==> src/rtl/ram_share_arbiter.sv <==
// Two-master round-robin arbiter and access sequencer for a single-port RAM.
// One access in flight at a time; every output comes straight from a register.
module ram_share_arbiter #(
  parameter int ADDR_W = 10,
  parameter int DATA_W = 32,
  parameter int RD_LAT = 1
) (
  input  logic              clk,
  input  logic              rst,
  input  logic              m0_req,
  input  logic              m0_we,
  input  logic [ADDR_W-1:0] m0_addr,
  input  logic [DATA_W-1:0] m0_wdata,
  output logic              m0_gnt,
  output logic              m0_rvalid,
  output logic [DATA_W-1:0] m0_rdata,
  input  logic              m1_req,
  input  logic              m1_we,
  input  logic [ADDR_W-1:0] m1_addr,
  input  logic [DATA_W-1:0] m1_wdata,
  output logic              m1_gnt,
  output logic              m1_rvalid,
  output logic [DATA_W-1:0] m1_rdata,
  output logic              ram_we,
  output logic [ADDR_W-1:0] ram_addr,
  output logic [DATA_W-1:0] ram_din,
  input  logic [DATA_W-1:0] ram_dout,
  output logic              busy,
  output logic              last_owner,
  output logic [1:0]        dbg_state
);

  localparam int CNT_W = 2;

  typedef enum logic [1:0] {
    IDLE  = 2'd0,
    XFER  = 2'd1,
    RWAIT = 2'd2
  } state_t;

  state_t              r_state;
  state_t              w_state_nxt;
  logic [CNT_W-1:0]    r_cnt;
  logic [CNT_W-1:0]    w_cnt_nxt;
  logic                r_gnt0;
  logic                r_gnt1;
  logic                r_rvalid0;
  logic                r_rvalid1;
  logic [DATA_W-1:0]   r_rdata0;
  logic [DATA_W-1:0]   r_rdata1;
  logic                r_ram_we;
  logic [ADDR_W-1:0]   r_ram_addr;
  logic [DATA_W-1:0]   r_ram_din;
  logic                r_busy;
  logic                r_last_owner;

  logic                w_gnt0_nxt;
  logic                w_gnt1_nxt;
  logic                w_rvalid0_nxt;
  logic                w_rvalid1_nxt;
  logic [DATA_W-1:0]   w_rdata0_nxt;
  logic [DATA_W-1:0]   w_rdata1_nxt;
  logic                w_ram_we_nxt;
  logic [ADDR_W-1:0]   w_ram_addr_nxt;
  logic [DATA_W-1:0]   w_ram_din_nxt;
  logic                w_last_owner_nxt;
  logic                w_any_req;
  logic                w_winner;

  // Handshake: a master raises req with stable we/addr/wdata and holds it until
  // it sees its gnt pulse; req is only looked at in IDLE and is never queued.
  assign w_any_req = m0_req | m1_req;
  assign w_winner  = (m0_req & m1_req) ? ~r_last_owner : m1_req;

  always_comb begin
    w_state_nxt      = r_state;
    w_cnt_nxt        = r_cnt;
    w_gnt0_nxt       = 1'b0;
    w_gnt1_nxt       = 1'b0;
    w_rvalid0_nxt    = 1'b0;
    w_rvalid1_nxt    = 1'b0;
    w_rdata0_nxt     = r_rdata0;
    w_rdata1_nxt     = r_rdata1;
    w_ram_we_nxt     = 1'b0;
    w_ram_addr_nxt   = r_ram_addr;
    w_ram_din_nxt    = r_ram_din;
    w_last_owner_nxt = r_last_owner;
    case (r_state)
      IDLE: begin
        if (w_any_req) begin
          w_state_nxt      = XFER;
          w_gnt0_nxt       = ~w_winner;
          w_gnt1_nxt       = w_winner;
          w_ram_we_nxt     = w_winner ? m1_we    : m0_we;
          w_ram_addr_nxt   = w_winner ? m1_addr  : m0_addr;
          w_ram_din_nxt    = w_winner ? m1_wdata : m0_wdata;
          w_last_owner_nxt = w_winner;
        end
      end
      XFER: begin
        // r_ram_we still carries the operation type the RAM samples this edge
        if (r_ram_we) begin
          w_state_nxt = IDLE;
        end else begin
          w_state_nxt = RWAIT;
          w_cnt_nxt   = CNT_W'(RD_LAT - 1);
        end
      end
      RWAIT: begin
        if (r_cnt == '0) begin
          w_state_nxt = IDLE;
          if (r_last_owner) begin
            w_rvalid1_nxt = 1'b1;
            w_rdata1_nxt  = ram_dout;
          end else begin
            w_rvalid0_nxt = 1'b1;
            w_rdata0_nxt  = ram_dout;
          end
        end else begin
          w_cnt_nxt = r_cnt - CNT_W'(1);
        end
      end
      default: begin
        w_state_nxt = IDLE;
      end
    endcase
  end

  always_ff @(posedge clk) begin
    if (rst) begin
      r_state      <= IDLE;
      r_cnt        <= '0;
      r_gnt0       <= 1'b0;
      r_gnt1       <= 1'b0;
      r_rvalid0    <= 1'b0;
      r_rvalid1    <= 1'b0;
      r_rdata0     <= '0;
      r_rdata1     <= '0;
      r_ram_we     <= 1'b0;
      r_ram_addr   <= '0;
      r_ram_din    <= '0;
      r_busy       <= 1'b0;
      r_last_owner <= 1'b1;
    end else begin
      r_state      <= w_state_nxt;
      r_cnt        <= w_cnt_nxt;
      r_gnt0       <= w_gnt0_nxt;
      r_gnt1       <= w_gnt1_nxt;
      r_rvalid0    <= w_rvalid0_nxt;
      r_rvalid1    <= w_rvalid1_nxt;
      r_rdata0     <= w_rdata0_nxt;
      r_rdata1     <= w_rdata1_nxt;
      r_ram_we     <= w_ram_we_nxt;
      r_ram_addr   <= w_ram_addr_nxt;
      r_ram_din    <= w_ram_din_nxt;
      r_busy       <= (w_state_nxt != IDLE);
      r_last_owner <= w_last_owner_nxt;
    end
  end

  assign m0_gnt     = r_gnt0;
  assign m1_gnt     = r_gnt1;
  assign m0_rvalid  = r_rvalid0;
  assign m1_rvalid  = r_rvalid1;
  assign m0_rdata   = r_rdata0;
  assign m1_rdata   = r_rdata1;
  assign ram_we     = r_ram_we;
  assign ram_addr   = r_ram_addr;
  assign ram_din    = r_ram_din;
  assign busy       = r_busy;
  assign last_owner = r_last_owner;
  assign dbg_state  = r_state;

endmodule

==> config.mk <==
export PLATFORM = sky130hd
export DESIGN_NAME = ram_share_arbiter
export DESIGN_NICKNAME = d
export VERILOG_FILES = /design/src/rtl/ram_share_arbiter.sv
export SDC_FILE = /design/constraint.sdc
export NUM_CORES = 1
export LEC_CHECK = 0
export ABC_AREA = 1
export CELL_PAD_IN_SITES_DETAIL_PLACEMENT = 0
export CELL_PAD_IN_SITES_GLOBAL_PLACEMENT = 2
export CORE_MARGIN = 4
export CORE_UTILIZATION = 21
export DETAILED_ROUTE_END_ITERATION = 10
export PLACE_DENSITY_LB_ADDON = 0.2
export SKIP_CTS_REPAIR_TIMING = 1
export SLEW_MARGIN = 5
export SYNTH_ARGS = -nofsm -noshare
export SYNTH_HDL_FRONTEND = slang
export SYNTH_SLANG_ARGS = --single-unit
==> constraint.sdc <==
create_clock -name clk -period 1.67 [get_ports clk]
set_clock_uncertainty 0.1 [all_clocks]
set_input_delay 0.2505 -clock clk [delete_from_list [all_inputs] [get_ports clk]]
set_output_delay 0.2505 -clock clk [all_outputs]
set_load 0.02 [all_outputs]
Yosys cells after proc, flatten, opt, wreduce, memory -nomap -nowiden
Index checks and enable logic that the tools add are counted.
{"block": "word_totals", "register_bits": 117, "inputBits": 122, "out_inout_bits": 115, "elab_cells": 49}
{"block": "classes", "add_sub_neg": 1, "eq_ne": 4, "muxes": 13, "bitwise": 8, "n_reduce_logical": 10}
{"op": "$mux 32", "n": 1}
{"op": "$mux 10", "n": 1}
{"op": "$mux 2", "n": 5}
{"op": "$reduce_and 3->1", "n": 3}
{"op": "$not 1->1", "n": 6}
{"op": "$pmux 2 s3", "n": 1}
{"op": "$reduce_or 3->1", "n": 2}
{"op": "$logic_not 2->1", "n": 2}
{"op": "$mux 1", "n": 4}
{"op": "$ne 2x2->1 const B", "n": 2}
{"op": "$pmux 2 s2", "n": 1}
{"op": "$reduce_bool 2->1", "n": 2}
{"op": "$eq 2x1->1 const B", "n": 1}
{"op": "$eq 2x2->1 const B", "n": 1}
{"op": "$reduce_and 2->1", "n": 1}
{"op": "$sub 2x1->2 const B", "n": 1}
{"op": "$and 1x1->1", "n": 1}
{"op": "$or 1x1->1", "n": 1}

Depth between registers and ports, before layout
Gate-level depths: netlist of the first run.
{"block": "logic_depth", "word_depth": 4, "mapped_depth": 8, "mapped_depth_nobuf": 7}

Worst setup path after synthesis of the first run
OpenSTA, ideal clock, no wires.
{"block": "synth_timing", "path_kind": "reg-to-reg", "start": "register r_last_owner, in the netlist last_owner", "end": "register r_ram_din[15], in the netlist ram_din[15]", "setup_ns": 0.112, "arrival_ns": 1.163, "required_ns": 1.458, "path_slack_ns": 0.295, "path_stages_with_launch": 8, "path_buffers": 2, "synth_period_minus_slack_ns": 1.375, "cell_sequence": "dfxtp_1 > nand2_1 > buf_4 > buf_2 > nand3_1 > nand2_1 > nor2_1 > nor2_1"}
{"block": "synth_via", "elab_chain_cells": 3}
{"item": "from (decl)", "line_no": "55", "text": "logic r_last_owner;"}
{"item": "from (signal assigned)", "line_no": "157", "text": "r_last_owner <= w_last_owner_nxt;"}
{"item": "$not 1->1 (no source line)"}
{"item": "$mux 1", "line_no": "73", "text": "assign w_winner = (m0_req & m1_req) ? ~r_last_owner : m1_req;"}
{"item": "$mux 32", "line_no": "96", "text": "w_ram_din_nxt = w_winner ? m1_wdata : m0_wdata;"}
{"item": "to (signal assigned)", "line_no": "155", "text": "r_ram_din <= w_ram_din_nxt;"}
{"item": "to (decl)", "line_no": "53", "text": "logic [DATA_W-1:0] r_ram_din;"}
Every way passes these cells.
A chain may end at the register's enable or synchronous reset.

Worst setup path in the final report of the first run
{"block": "layout_timing", "start": "register r_state[1], in the netlist dbg_state[1]", "end": "output dbg_state[1]"}
{"item": "from (decl)", "line_no": "41", "text": "state_t r_state;"}
{"item": "from (signal assigned)", "line_no": "145", "text": "r_state <= w_state_nxt;"}
{"item": "to (decl)", "line_no": "30", "text": "output logic [1:0] dbg_state"}
No word-level cell between the ends.

==> impl_metrics.csv, run 1 <==
group,metric,value,unit
outcome,status,"finished, final reports clean",
layout,post-route-cell-area,9130,um2
global_routing,grt_pass1_vias,5357,
detailed_routing,vias_per_cell,3.93,
floorplan,ios,237,
logic_synthesis,avgSynthCellArea,6.54,um2
setup_path,cp.buffers_inverters,1,
clock_network,htree_levels,4,
timing,timing.hold.ws,0.191,ns
pwr,p_leak,5.78,nW
global_routing,grt_overflow,0,
pwr,p_per_area,966,nW/um2
floorplan,start_util,0.216,
setup_path,cp-end-kind,"output port",
detailed_routing,drtAntennaViolNets,0,
hold_path,hold_depth,4,
timing,finalSetupTns,0,ns
floorplan,coreArea,25400,um2
floorplan,die-width,170,um
global_routing,track_usage,0.127,
timing,finalMaxSlewViolations,0,
placed_design,dp_slack,-0.0400,ns
layout,nFillCells,2792,
global_routing,antenna_found_initial,1,
detailed_routing,wl_per_cell,13.2,um
logic_synthesis,yosysTopAreaCellShare,0.427,
clock_network,worstSkewPairLatency,0.41,ns
layout,drive_above_1_share,0.0549,
setup_path,crit_family,"flip-flops",
clock_network,clkTransAtPathRegs,0.06,ns
timing,rsz0062_at_grt,"false",
logic_synthesis,ys_seq_elements,117,
placed_design,gp_congestion,0.711,
logic_synthesis,yosysTopAreaCell,"dfxtp_1",
floorplan,fp-row-count,58,
floorplan,die-area,28700,um2
setup_path,critPathKind,"flip-flop to output port",
timing,relSlewSlack,0.767,
setup_path,cp_data_required_time,1.32,ns
placed_design,numPortBuffers,236,
detailed_routing,first_iter_violations,233,
detailed_routing,via_count,5516,
setup_path,crit_slowest_cell,"dfxtp_1",
setup_path,r2r_cells,8,
floorplan,die_h,170,um
layout,postLayoutCoreUtil,0.359,
setup_path,critical_path.max_stage_delay,0.45,ns
logic_synthesis,synth_fp_nets,961,
timing,max_freq,660,MHz
pwr,vdd_drop_max,0.000522,V
logic_synthesis,yosysWarnings,0,
setup_path,cp-start-kind,"flip-flop",
setup_path,path_cells,"dlymetal6s2s_1",
detailed_routing,drc,0,
detailed_routing,dr.pass1.iters,4,
global_routing,grt_pass1_wl,28900,um
clock_network,cts.sinks,117,
logic_synthesis,synthTopCellsByArea,"dfxtp_1 43%, nand2_1 18%, nor2_1 15%, inv_1 5.7%, nand3_1 4.1%",
setup_path,critPathMaxFanout,5,
setup_path,worstPathArrival,1.16,ns
placed_design,post_dp_cell_area,8230,um2
hold_path,hold_path.class,"input pin to flip-flop",
layout,fin_nets,1185,
pwr,power,8.82,mW
logic_synthesis,synth.distinct_cells,22,
timing,setup_viol,0,
layout,final_cell_mix,"269 x nand2_1, 218 x nor2_1, 120 x clkdlybuf4s50_1, 117 x dfxtp_1, 115 x dlymetal6s2s_1",
setup_path,cp.depth,1,
clock_network,root_buffer,"clkbuf_16",
layout,num_antenna_cells,0,
logic_synthesis,ys_seq_area_frac,0.427,
timing,hold_viol_final,0,
logic_synthesis,synth_cells,838,
placed_design,hpwl,13300,um
clock_network,cts_tree,"built",
layout,syn_to_final_growth,66.5,%
timing,period_needed,1.51,ns
clock_network,clockBufferDepth,2,
global_routing,grt_max_degree,86,
setup_path,r2r_setup_slack,0.17,ns
timing,timing.final.crit_share,0.907,
layout,final_common_cell,"nand2_1",
layout,fin_cells,1404,
timing,fin_ws,0.156,ns
timing,worst_slew_pin_slew,0.350,ns
clock_network,cts_buffers,17,
placed_design,dp_cells,1373,
flow_run,maxCapViolCount,0,
logic_synthesis,syn-cell-area,5480,um2
detailed_routing,wirelength,18500,um
[area by class of cell]
type	instances	area (um2)	area share
clock buffers	17	425	0.0466
clock inverters	14	179	0.0196
inverters	84	317	0.0347
multi-input cells	587	2500	0.274
flip-flops and latches	117	2340	0.257
well taps	330	413	0.0452
repair buffers	255	2950	0.323
[metal layers]
metal  vias up  GRT usage  wire [um]
met5         -          0         13
met4         2     0.0326        170
met3        15     0.0587       1720
met2       165      0.194       8080
met1      2377      0.164       8560
li1       2957          -          -
[worst paths after layout]
path / endpoint / startpoint
setup / recovery: dbg_state[1] / dbg_state[1]
hold / removal: last_owner / m1_req
setup reg to reg: m1_rdata[1] / r_cnt[0]
hold reg to reg: m1_rdata[8] / m1_rdata[8]
[cell families after synthesis]
group	share of synthesized area
compound gates	0.0610
flops	0.427
buf+inv	0.118
simple gates	0.391
fa+ha+maj	0.00228
[power by group]
group	internal [mW]	switching, mW	total (mW)
Clock	2.36	1.43	3.79
Combinational	0.913	1.02	1.93
Sequential	3.00	0.0979	3.10
Total	6.27	2.55	8.82
[synth_stat cells]
library cell and count:
buf_2 14, o21ai_2 1, buf_6 11, nor2_4 1, nand3b_1 1, clkbuf_1 12
inv_1 83, buf_1 1, a21boi_0 20, nand3_1 45, buf_4 12, nand2_4 1
nor2_8 2, a21oi_1 2, a21boi_1 22, inv_2 1, nand2_1 270, nor3_1 2
nor2_1 218, nand4_1 1, dfxtp_1 117, ha_1 1
[registers in the layout (all words and copies together) (netlist names)]
signal and count:
m0_rdata 32, m1_rdata 32, ram_din 32, ram_addr 10, dbg_state 2, r_cnt 2, busy 1, last_owner 1
m0_gnt 1, m0_rvalid 1, m1_gnt 1, m1_rvalid 1, ram_we 1
(Power assumes the default switching activity.)
==> inputs of run 2 (changes only) <==
- HOLD_SLACK_MARGIN: default -> 0.02
- PLACE_DENSITY_LB_ADDON: 0.2 -> 0.1
==> run 2 against run 1 <==
Net effect: clock power fell by 9.5%; flip-flop and latch count did not move; global-route usage fell by 0.14 points; combinational power barely moved; sequential power barely moved; clock-buffer cell count rose by 1; fmax fell by 0.65%; wire length fell by 0.88%; highest routed layer unchanged.
==> impl_metrics.csv, run 2 (synthesized netlist as in run 1, its figures left out) <==
group,metric,value,unit
layout,num_antenna_cells,0,
setup_path,critPathKind,"flip-flop to output port",
timing,setup_viol,0,
global_routing,grt_max_degree,69,
setup_path,cp-startpoint,"last_owner",
clock_network,root_buffer,"clkbuf_16",
clock_network,cts_buffers,17,
clock_network,clockBufferDepth,2,
global_routing,grtUsageMet2,0.200,
timing,worst_slew_pin_slew,0.329,ns
setup_path,cp.buffers_inverters,1,
detailed_routing,vias_per_cell,3.91,
layout,fin_cells,1409,
layout,syn_to_final_growth,66.0,%
detailed_routing,via_count,5503,
layout,fin_nets,1189,
layout,drive_above_1_share,0.0584,
setup_path,r2r_setup_slack,0.19,ns
timing,finalMaxSlewViolations,0,
setup_path,r2r-start,"r_cnt[0]",
detailed_routing,dr.pass1.iters,5,
global_routing,grt_pass1_vias,5307,
timing,timing.hold.ws,0.314,ns
clock_network,htree_levels,4,
flow_run,maxCapViolCount,0,
setup_path,worstPathArrival,1.17,ns
setup_path,cp_data_required_time,1.32,ns
clock_network,clkTransAtPathRegs,0.06,ns
timing,rsz0062_at_grt,"false",
setup_path,critical_path.max_stage_delay,0.44,ns
hold_path,hold_path.class,"input pin to flip-flop",
layout,final_cell_mix,"269 x nand2_1, 218 x nor2_1, 120 x clkdlybuf4s50_1, 117 x dfxtp_1, 115 x dlymetal6s2s_1",
setup_path,cp-start-kind,"flip-flop",
placed_design,gp_congestion,0.719,
detailed_routing,drc,0,
clock_network,cts.sinks,117,
layout,final_common_cell,"nand2_1",
layout,nFillCells,2859,
setup_path,path_cells,"dlymetal6s2s_1",
floorplan,start_util,0.216,
clock_network,worstSkewPairLatency,0.41,ns
placed_design,hpwl,13300,um
timing,max_freq,656,MHz
setup_path,cp.depth,1,
hold_path,worstHoldStart,"m1_we",
detailed_routing,drtAntennaViolNets,0,
global_routing,grt_pass1_wl,28800,um
outcome,status,"finished, final reports clean",
timing,hold_viol_final,0,
floorplan,coreArea,25400,um2
setup_path,cp-end-kind,"output port",
placed_design,numPortBuffers,236,
timing,relSlewSlack,0.780,
pwr,p_per_area,931,nW/um2
setup_path,critPathMaxFanout,5,
floorplan,ios,237,
floorplan,fp-row-count,58,
floorplan,die-area,28700,um2
floorplan,die-width,170,um
pwr,vdd_drop_max,0.000550,V
detailed_routing,wl_per_cell,13.0,um
setup_path,crit_family,"flip-flops",
clock_network,cts_tree,"built",
global_routing,grt_use_met1,0.157,
global_routing,track_usage,0.126,
layout,multi_input_area,2500,um2
detailed_routing,wirelength,18400,um
layout,register_area,2340,um2
detailed_routing,first_iter_violations,206,
timing,timing.final.crit_share,0.913,
timing,period_needed,1.52,ns
global_routing,grt-busiest-layer,"met2",
setup_path,crit_slowest_cell,"dfxtp_1",
global_routing,grt_overflow,0,
placed_design,dp_cells,1377,
setup_path,r2r_cells,8,
hold_path,hold_depth,3,
floorplan,die_h,170,um
global_routing,antenna_found_initial,2,
pwr,p_leak,5.77,nW
global_routing,global_route.usage.met3,0.0606,
## run 2: cell count changes in the layout (fill, tap and decap cells not counted)
cell	previous run	this run
buf_4	6	10
bufinv_16	3	0
clkbuf_1	0	1
clkinv_2	3	2
clkinv_4	5	1
clkinvlp_4	2	4
inv_6	1	7
## run 2: final timing paths
path,end
max,last_owner
min,ram_we
max reg2reg,m1_rdata[25]
min reg2reg,m1_rdata[5]
## run 2: worst reg2reg max path: stages, from the launching register on
cell,delay [ns]
dfxtp_1,0.29
inv_1,0.08
ha_1,0.19
nand2_1,0.15
nor2_8,0.22
buf_4,0.20
nand2_1,0.06
nand2_1,0.05
nor2_1,0.04
## run 2: layer usage
layer	share of wire	vias up
met1	0.45	2369
met3	0.090	12
met5	0.0015	-
li1	-	2965
met2	0.45	153
met4	0.0080	4
## run 2: stage by stage
stage               cell area [um2]   util  setup slack [ns]  TNS [ns]  power (mW)
finish                         9100  0.358             0.146         0        8.47
floorplan                      5480      -             0.295         0        4.20
global placement               8260  0.325            0.0232         0        5.19
detailed placement             8260  0.325           -0.0193   -0.0282        5.19
CTS                            8810  0.347            -0.294     -8.95        8.71
global route                   9100  0.358            0.0376         0        8.99
## run 2: layout make-up
cell class                 count  area share
clock buffer                  18      0.0472
clock inverter                14      0.0128
inverter                      84      0.0348
multi-input combinational    587       0.275
sequential                   117       0.257
tap                          330      0.0454
timing repair buffer         259       0.328
## run 2: where the power goes
| part | switching (mW) | leakage [nW] | total (mW) | internal, mW |
|---|---|---|---|---|
| logic | 1.03 | 4.55 | 1.95 | 0.922 |
| registers | 0.0965 | 0.958 | 3.09 | 3.00 |
| clock network | 1.49 | 0.257 | 3.43 | 1.94 |
| total | 2.61 | 5.77 | 8.47 | 5.86 |
